[config.mk]
export PLATFORM = sky130hd
export DESIGN_NAME = trace_uart_tx
export DESIGN_NICKNAME = d
export VERILOG_FILES = /design/src/rtl/trace_uart_tx.sv
export SDC_FILE = /design/constraint.sdc
export NUM_CORES = 1
export LEC_CHECK = 0
export CAP_MARGIN = 0
export CORE_MARGIN = 2
export CORE_UTILIZATION = 54
export DETAILED_ROUTE_END_ITERATION = 10
export PLACE_DENSITY = 0.83
export SYNTH_ARGS = -nofsm -noshare
export SYNTH_HDL_FRONTEND = slang
export SYNTH_SLANG_ARGS = --single-unit
[constraint.sdc]
create_clock -name clk -period 4.45 [get_ports clk]
set_clock_uncertainty 0.15 [all_clocks]
set_input_delay 0.89 -clock clk [delete_from_list [all_inputs] [get_ports clk]]
set_output_delay 0.89 -clock clk [all_outputs]
set_load 0.02 [all_outputs]
[src/rtl/trace_uart_tx.sv]
// rtl/trace_uart_tx.sv - retirement-trace FIFO plus UART 8N1 frame serializer
// Define TRACE_UART_CHECKSUM_EN to append an XOR checksum byte to every frame.
module trace_uart_tx #(
  parameter int unsigned BAUD_DIV   = 434,
  parameter int unsigned FIFO_DEPTH = 4,
  parameter logic [7:0]  SYNC_BYTE  = 8'hA5
) (
  input  logic        clk,
  input  logic        rst,
  input  logic        trace_valid,
  input  logic [31:0] trace_pc,
  input  logic [31:0] trace_instr,
  input  logic [31:0] trace_reg,
  output logic        tx,
  output logic        busy,
  output logic        overflow,
  output logic [7:0]  drop_count
);

  localparam int unsigned AW       = $clog2(FIFO_DEPTH);
  localparam logic [15:0] CNT_LAST = 16'(BAUD_DIV - 1);
`ifdef TRACE_UART_CHECKSUM_EN
  localparam logic [3:0]  LAST_BYTE = 4'd13;
`else
  localparam logic [3:0]  LAST_BYTE = 4'd12;
`endif

  typedef enum logic [1:0] {IDLE, START, DATA, STOP} state_t;

  state_t       state_q;
  logic [15:0]  cnt_q;
  logic [2:0]   bit_idx_q;
  logic [3:0]   byte_idx_q;
  logic [95:0]  frame_q;
  logic         tx_q;
  logic         overflow_q;
  logic [7:0]   drop_cnt_q;

  logic [95:0]  mem_q [FIFO_DEPTH];
  logic [AW:0]  wr_ptr_q, wr_ptr_d;
  logic [AW:0]  rd_ptr_q, rd_ptr_d;

  logic         fifo_empty, fifo_full;
  logic         bit_end, frame_done;
  logic         pop, push, drop;
  logic [95:0]  head;
  logic [7:0]   cur_byte;

  // The extra pointer MSB separates a full ring from an empty one.
  assign fifo_empty = (wr_ptr_q == rd_ptr_q);
  assign fifo_full  = (wr_ptr_q[AW] != rd_ptr_q[AW]) &&
                      (wr_ptr_q[AW-1:0] == rd_ptr_q[AW-1:0]);

  assign bit_end    = (cnt_q == CNT_LAST);
  assign frame_done = (state_q == STOP) && bit_end && (byte_idx_q == LAST_BYTE);
  assign pop        = !fifo_empty && ((state_q == IDLE) || frame_done);
  assign push       = trace_valid && (!fifo_full || pop);
  assign drop       = trace_valid && fifo_full && !pop;
  assign head       = mem_q[rd_ptr_q[AW-1:0]];

  assign wr_ptr_d = push ? wr_ptr_q + 1'b1 : wr_ptr_q;
  assign rd_ptr_d = pop  ? rd_ptr_q + 1'b1 : rd_ptr_q;

`ifdef TRACE_UART_CHECKSUM_EN
  logic [7:0] csum;
  always_comb begin
    csum = 8'h00;
    for (int i = 0; i < 12; i++) begin
      csum = csum ^ frame_q[8*i +: 8];
    end
  end
`endif

  // Byte 0 is the sync marker; payload bytes follow pc, instr, reg MSB first.
  always_comb begin
    cur_byte = SYNC_BYTE;
    for (int k = 1; k <= 12; k++) begin
      if (byte_idx_q == 4'(k)) cur_byte = frame_q[103-8*k -: 8];
    end
`ifdef TRACE_UART_CHECKSUM_EN
    if (byte_idx_q == 4'd13) cur_byte = csum;
`endif
  end

  always_ff @(posedge clk) begin
    if (push) mem_q[wr_ptr_q[AW-1:0]] <= {trace_pc, trace_instr, trace_reg};
  end

  always_ff @(posedge clk or negedge rst) begin
    if (!rst) begin
      wr_ptr_q   <= '0;
      rd_ptr_q   <= '0;
      overflow_q <= 1'b0;
      drop_cnt_q <= 8'h00;
    end else begin
      wr_ptr_q <= wr_ptr_d;
      rd_ptr_q <= rd_ptr_d;
      if (drop) begin
        overflow_q <= 1'b1;
        if (drop_cnt_q != 8'hFF) drop_cnt_q <= drop_cnt_q + 8'd1;
      end
    end
  end

  always_ff @(posedge clk or negedge rst) begin
    if (!rst) begin
      state_q    <= IDLE;
      cnt_q      <= '0;
      bit_idx_q  <= '0;
      byte_idx_q <= '0;
      frame_q    <= '0;
      tx_q       <= 1'b1;
    end else begin
      case (state_q)
        IDLE: begin
          if (pop) begin
            frame_q    <= head;
            byte_idx_q <= '0;
            cnt_q      <= '0;
            tx_q       <= 1'b0;
            state_q    <= START;
          end
        end
        START: begin
          if (bit_end) begin
            cnt_q     <= '0;
            bit_idx_q <= '0;
            tx_q      <= cur_byte[0];
            state_q   <= DATA;
          end else begin
            cnt_q <= cnt_q + 16'd1;
          end
        end
        DATA: begin
          if (bit_end) begin
            cnt_q <= '0;
            if (bit_idx_q == 3'd7) begin
              tx_q    <= 1'b1;
              state_q <= STOP;
            end else begin
              bit_idx_q <= bit_idx_q + 3'd1;
              tx_q      <= cur_byte[bit_idx_q + 3'd1];
            end
          end else begin
            cnt_q <= cnt_q + 16'd1;
          end
        end
        STOP: begin
          if (bit_end) begin
            cnt_q <= '0;
            if (byte_idx_q != LAST_BYTE) begin
              byte_idx_q <= byte_idx_q + 4'd1;
              tx_q       <= 1'b0;
              state_q    <= START;
            end else if (pop) begin
              // Next record goes straight out with no idle gap.
              frame_q    <= head;
              byte_idx_q <= '0;
              tx_q       <= 1'b0;
              state_q    <= START;
            end else begin
              state_q <= IDLE;
            end
          end else begin
            cnt_q <= cnt_q + 16'd1;
          end
        end
        default: begin
          state_q <= IDLE;
          tx_q    <= 1'b1;
        end
      endcase
    end
  end

  assign tx         = tx_q;
  assign busy       = (state_q != IDLE) || !fifo_empty;
  assign overflow   = overflow_q;
  assign drop_count = drop_cnt_q;

endmodule

# Yosys cells after proc, flatten, opt, wreduce, memory -nomap -nowiden
# Memory sizes are Yosys's and may differ from the RTL's.
# Index checks and enable logic that the tools add are counted.
# classes
add_sub_neg	6
mul	0
n_div	0
magnitude_cmp	1
n_eq_ne	29
n_shift	0
mux	46
bitwise	0
reduce_logical	24
# op_table
operator	n
96-bit two-way mux	3
96-bit one-hot mux with 2 select lines	1
8-bit two-way mux	12
16-bit two-way mux	2
16-bit one-hot mux with 2 select lines	1
4-bit == test (second input constant)	5
16-bit by 1-bit adder with 16-bit output (second input constant)	1
16-bit by 9-bit == test with 1-bit output (second input constant)	1
4-bit by 3-bit == test with 1-bit output (second input constant)	4
2-bit inequality test (second input constant)	7
4-bit two-way mux	3
1-bit two-way mux	11
2-bit two-way mux	5
3-bit by 1-bit adder with 3-bit output (second input constant)	3
3-bit two-way mux	3
8-bit by 1-bit adder with 8-bit output (second input constant)	1
4-bit by 2-bit == test with 1-bit output (second input constant)	2
8-bit inequality test (second input constant)	1
2-bit one-hot mux with 4 select lines	1
4-bit one-hot mux with 2 select lines	1
1-bit logical AND	7
3-bit one-hot mux with 2 select lines	1
3-bit AND reduction	2
2-bit nonzero test	3
other kinds (19)	25
# word_totals
ff_bits	137
latch_bits	0
ramBits	384
rom_bits	0
output_inout_bits	11
wordCells	117
memories	1
# mem_list
name	words	width	read_ports	rd_ports_with_merged_regs	wr	line_no	text
mem_q	4	96	1	0	1	39	logic [95:0] mem_q [FIFO_DEPTH];

# Logic depth before layout (Yosys ltp)
# logic_depth
depth_word	18
depth_mapped	11

# Worst setup path before layout
# Ideal clock, no wire load.
# synth_timing
path_type	reg-to-reg
from	reg byte_idx_q[0]
to	mem mem_q[3][0], enable pin
t_arrival_ns	3.919
setup_slack_ns	-0.086
stages_incl_launch_ff	9
period_less_slack_ns	4.536
cell_sequence	dfrtp_1 > inv_1 > ha_1 > and3_1 > buf_2 > nand2_1 > o211a_1 > nor2b_4 > and2_1
# synth_via
elab_chain_len	8
# synth_lines
element	line_no	text
start, declared	33	logic [3:0] byte_idx_q;
start signal, assigned	152	byte_idx_q <= byte_idx_q + 4'd1;
4-bit == test	55	assign frame_done = (state_q == STOP) && bit_end && (byte_idx_q == LAST_BYTE);
1-bit logical AND	55	
1-bit logical OR	56	assign pop = !fifo_empty && ((state_q == IDLE) || frame_done);
1-bit logical AND	56	
1-bit logical OR	57	assign push = trace_valid && (!fifo_full || pop);
1-bit logical AND	57	
1-bit two-way mux	86	if (push) mem_q[wr_ptr_q[AW-1:0]] <= {trace_pc, trace_instr, trace_reg};
1-bit two-way mux (implied by the code)	86	
end, declared	39	
# Every way passes these cells.

# Final worst setup path
# layout_timing
from	reg rd_ptr_q[0]
to	out busy
# layout_via
elab_chain_len	3
# layout_lines
element	line_no	text
start, declared	41	logic [AW:0] rd_ptr_q, rd_ptr_d;
start signal, assigned	97	rd_ptr_q <= rd_ptr_d;
3-bit == test	50	assign fifo_empty = (wr_ptr_q == rd_ptr_q);
1-bit logical NOT	177	assign busy = (state_q != IDLE) || !fifo_empty;
1-bit logical OR	177	
end, declared	15	output logic busy,
# Every way passes these cells.

==> flow_summary_export.csv <==
group,metric,value,unit
run_status,run_status,"finished, final reports clean",
job,maxCapViolations,0,
logic_synthesis,synth_edf_count,384,
setup_path,worstPathCellList,"xor2_1 -> nor2_1 -> nand2_1 -> nor2_1 -> buf_4 -> inv_1 -> clkdlybuf4s50_1",
logic_synthesis,share_of_flip_flops_with_an_asynchronous_set_or_reset_after_synthesis,26.3,%
setup_path,crit_cells,7,
floorplanning,io_pins,110,
clocking,cts_max_path_buffers,3,
cells_and_area,mostFrequentLayoutCell,"edfxtp_1",
floorplanning,fp.dieW,201,um
place,gp_congestion,0.984,
grt,grt_antenna_before_repair,0,
logic_synthesis,synthCells,1144,
clocking,cts-buffers-inserted,51,
setup_path,cp.required,3.41,ns
setup_path,startpoint_type,"register",
setup_path,worst_path_max_delay_cell,"dfrtp_4",
clocking,post_cts_setup_repair_bufs,0,
power_and_ir_drop,vdd_drop_max,0.400,mV
power_and_ir_drop,totalPowerFinal,0.0162,W
floorplanning,chipHeight,201,um
clocking,root_buffer,"clkbuf_16",
grt,grt_pass1_wl,69100,um
setup_path,depth_of_the_most_critical_reg_to_reg_path,9,
setup_path,critical-path-top-cell-by-count,"nor2_1",
route,routed_wirelength,44600,um
logic_synthesis,synth_seq_area_share,71.1,%
cells_and_area,finalNetCount,1382,
cells_and_area,fraction_of_layout_cells_with_a_size_suffix_above_1,23.4,%
setup_path,crit_path_max_incr_delay,0.69,ns
setup_path,cp.arrival,2.79,ns
sta,final-max-slew-violation-count,0,
worst_hold_path,worstHoldPathType,"input pin to asynchronous set/reset pin",
grt,gr-usage-met3,4.03,%
grt,grt_util_met1,31.3,%
route,viasPerCell,6.06,
setup_path,path_buf_inv,3,
grt,gr-max-usage-layer,"met2",
grt,global_route.usage.total,22.6,%
sta,grt_setup_unrepaired,"no",
route,drt_pre_antenna_iters,6,
logic_synthesis,synth-warning-count,0,
sta,timing.fmax,261,MHz
grt,grt.met2_usage,36.5,%
place,count_of_buffers_from_port_buffering,109,
sta,max_slew_margin,34.0,%
cells_and_area,layout.core_utilization,63.3,%
sta,setup_viol,0,
place,place_area,22700,um^2
power_and_ir_drop,p_leak,8.59,nW
place,hpwl,28500,um
sta,post-route-min-period,3.83,ns
sta,max_slew.worst_pin.slew,0.991,ns
floorplanning,placement_rows,72,
route,final_antenna_net_count,0,
logic_synthesis,syn-num-nets,1261,
sta,fin_crit_sh,86.0,%
setup_path,cpLargestDelayFamily,"buffers and inverters",
clocking,cts_repair_resize_count,0,
setup_path,regToRegStartpoint,"byte_idx_q[0]$_DFFE_PN0P_",
logic_synthesis,synth_cell_types,67,
setup_path,criticalPathCategory,"register to output pin",
setup_path,end_kind,"output pin",
floorplanning,coreArea,38600,um^2
route,vias,11100,
cells_and_area,syn_to_final_growth,15.8,%
clocking,ctsHtreeMaxLevel,2,
setup_path,critPathMaxFanout,20,
cells_and_area,finalInstanceArea,24400,um^2
logic_synthesis,post_synthesis_register_bit_count,521,
sta,setup_tns,0,ns
cells_and_area,num_antenna_cells,0,
setup_path,reg2reg_setup_slack,0.92,ns
clocking,cts_hold_buf,0,
route,wl_per_cell,24.4,um
setup_path,timing.rr.end,"mem_q[1][17]$_DFFE_PP_",
floorplanning,start_util,54.6,%
setup_path,cp-endpoint,"busy",
sta,hold_violations,0,
cells_and_area,most-common-layout-cells,"384 x edfxtp_1, 134 x dfrtp_1, 108 x clkdlybuf4s50_1",
logic_synthesis,mappedNetlistArea,21100,um^2
clocking,clock-sinks,521,
power_and_ir_drop,power_density,663,nW/um^2
floorplanning,die_ar,40600,um^2
setup_path,cp-startpoint,"rd_ptr_q[0]$_DFFE_PN0P_",
route,drt_first_iter_violations,1026,
grt,grt_max_degree,98,
grt,via_count_of_the_first_global_routing_pass,11300,
clocking,cts_tree,"done",
logic_synthesis,synthFlopType,"edfxtp_1",
grt,globalRouteOverflowTotal,0,
logic_synthesis,synth_area_per_cell,18.4,um^2
clocking,path_clk_slew,0.06,ns
route,number_of_remaining_drc_errors,0,
clocking,clk_latency,0.59,ns
-- metrics by stage --
stage | std cells | hold slack, ns | setup WS, ns
2_1_floorplan | 1144 | 0.302 | 0.996
3_3_place_gp | 1730 | 0.314 | 1.04
3_5_place_dp | 1730 | 0.313 | 0.940
4_1_cts | 1826 | 0.301 | 0.563
5_1_grt | 1826 | 0.318 | 0.390
6_report | 1826 | 0.258 | 0.621
-- final cells by class --
cell class              instances  area (um^2)
inverters                      19         71.3
fillers                      2678        14200
clock inverters                35          300
clock buffers                  61         1350
repair buffers                129         1330
multi-input cells             543         5730
well taps                     518          648
flip-flops and latches        521        15000
-- how the worst min path moves through the flow --
stage / startpoint / end / cells past startpoint
after global placement: overflow$_DFFE_PN0P_ / overflow$_DFFE_PN0P_ / 1
after global routing: rst / frame_q[14]$_DFFE_PN0P_ / 1
after floorplan: cnt_q[15]$_DFFE_PN0P_ / cnt_q[15]$_DFFE_PN0P_ / 1
after detailed placement: overflow$_DFFE_PN0P_ / overflow$_DFFE_PN0P_ / 1
after CTS: rst / frame_q[10]$_DFFE_PN0P_ / 1
final: rst / frame_q[10]$_DFFE_PN0P_ / 1
-- power breakdown --
group          total, W  switching (W)  internal (W)  leakage (nW)
Sequential      0.00742       0.000775       0.00664          5.19
Clock           0.00421        0.00177       0.00244         0.812
Combinational   0.00455        0.00217       0.00237          2.59
Total            0.0162        0.00472        0.0115          8.59
-- logic make-up after synthesis --
group / Yosys count / share of synthesized area, %
AO/OA/AOI/OAI: 171 / 5.44
XOR/XNOR: 15 / 0.624
adder cells (fa/ha/maj): 18 / 1.07
buffers and inverters: 80 / 1.82
flip-flops: 521 / 71.1
multiplexers: 195 / 16.3
AND/OR/NAND/NOR: 144 / 3.70
-- worst reg2reg max path: cells and delay by family, from the launching register on --
family	cells	cell delay (ns)
buffers and inverters	3	0.78
AOI/OAI and AO/OA	1	0.33
adders and majority gates	1	0.16
DFF	1	0.47
and+or+nand+nor	4	1.33
-- Yosys cell counts, drive strengths merged, types with 5 or more instances --
master / instances / area, um^2
nand3: 8 / 40.0
xnor2: 8 / 70.1
dfrtp: 136 / 3400
o21ai: 54 / 274
a22o: 8 / 70.1
and3: 5 / 31.3
a31oi: 10 / 62.6
edfxtp: 384 / 11500
mux2: 99 / 1270
a22oi: 5 / 37.5
and4: 5 / 43.8
nand2b: 13 / 81.3
clkbuf: 24 / 90.1
o31ai: 7 / 52.6
a221oi: 10 / 87.6
mux4: 96 / 2160
nor3: 7 / 35.0
o22ai: 15 / 93.8
nor2b: 9 / 63.8
ha: 18 / 225
nand2: 46 / 173
xor2: 7 / 61.3
inv: 18 / 67.6
nor2: 23 / 88.8
a21oi: 19 / 95.1
and2: 6 / 37.5
o21a: 5 / 37.5
buf: 37 / 221
nand4: 11 / 75.1
-- flip-flops by register name, summed over array words and instances (netlist names) --
name,count
rd_ptr_q,3
bit_idx_q,3
mem_q,384
state_q,2
frame_q,96
tx,1
cnt_q,16
byte_idx_q,4
overflow,1
drop_count,8
wr_ptr_q,3
-- layer usage --
metal  share of wire [%]  vias up
met5                   0        -
met4                 3.0        0
met3                 6.8       86
met2                  49      445
met1                  41     5698
li1                    -     4829
Note: power is estimated with default switching activity, not from simulation.
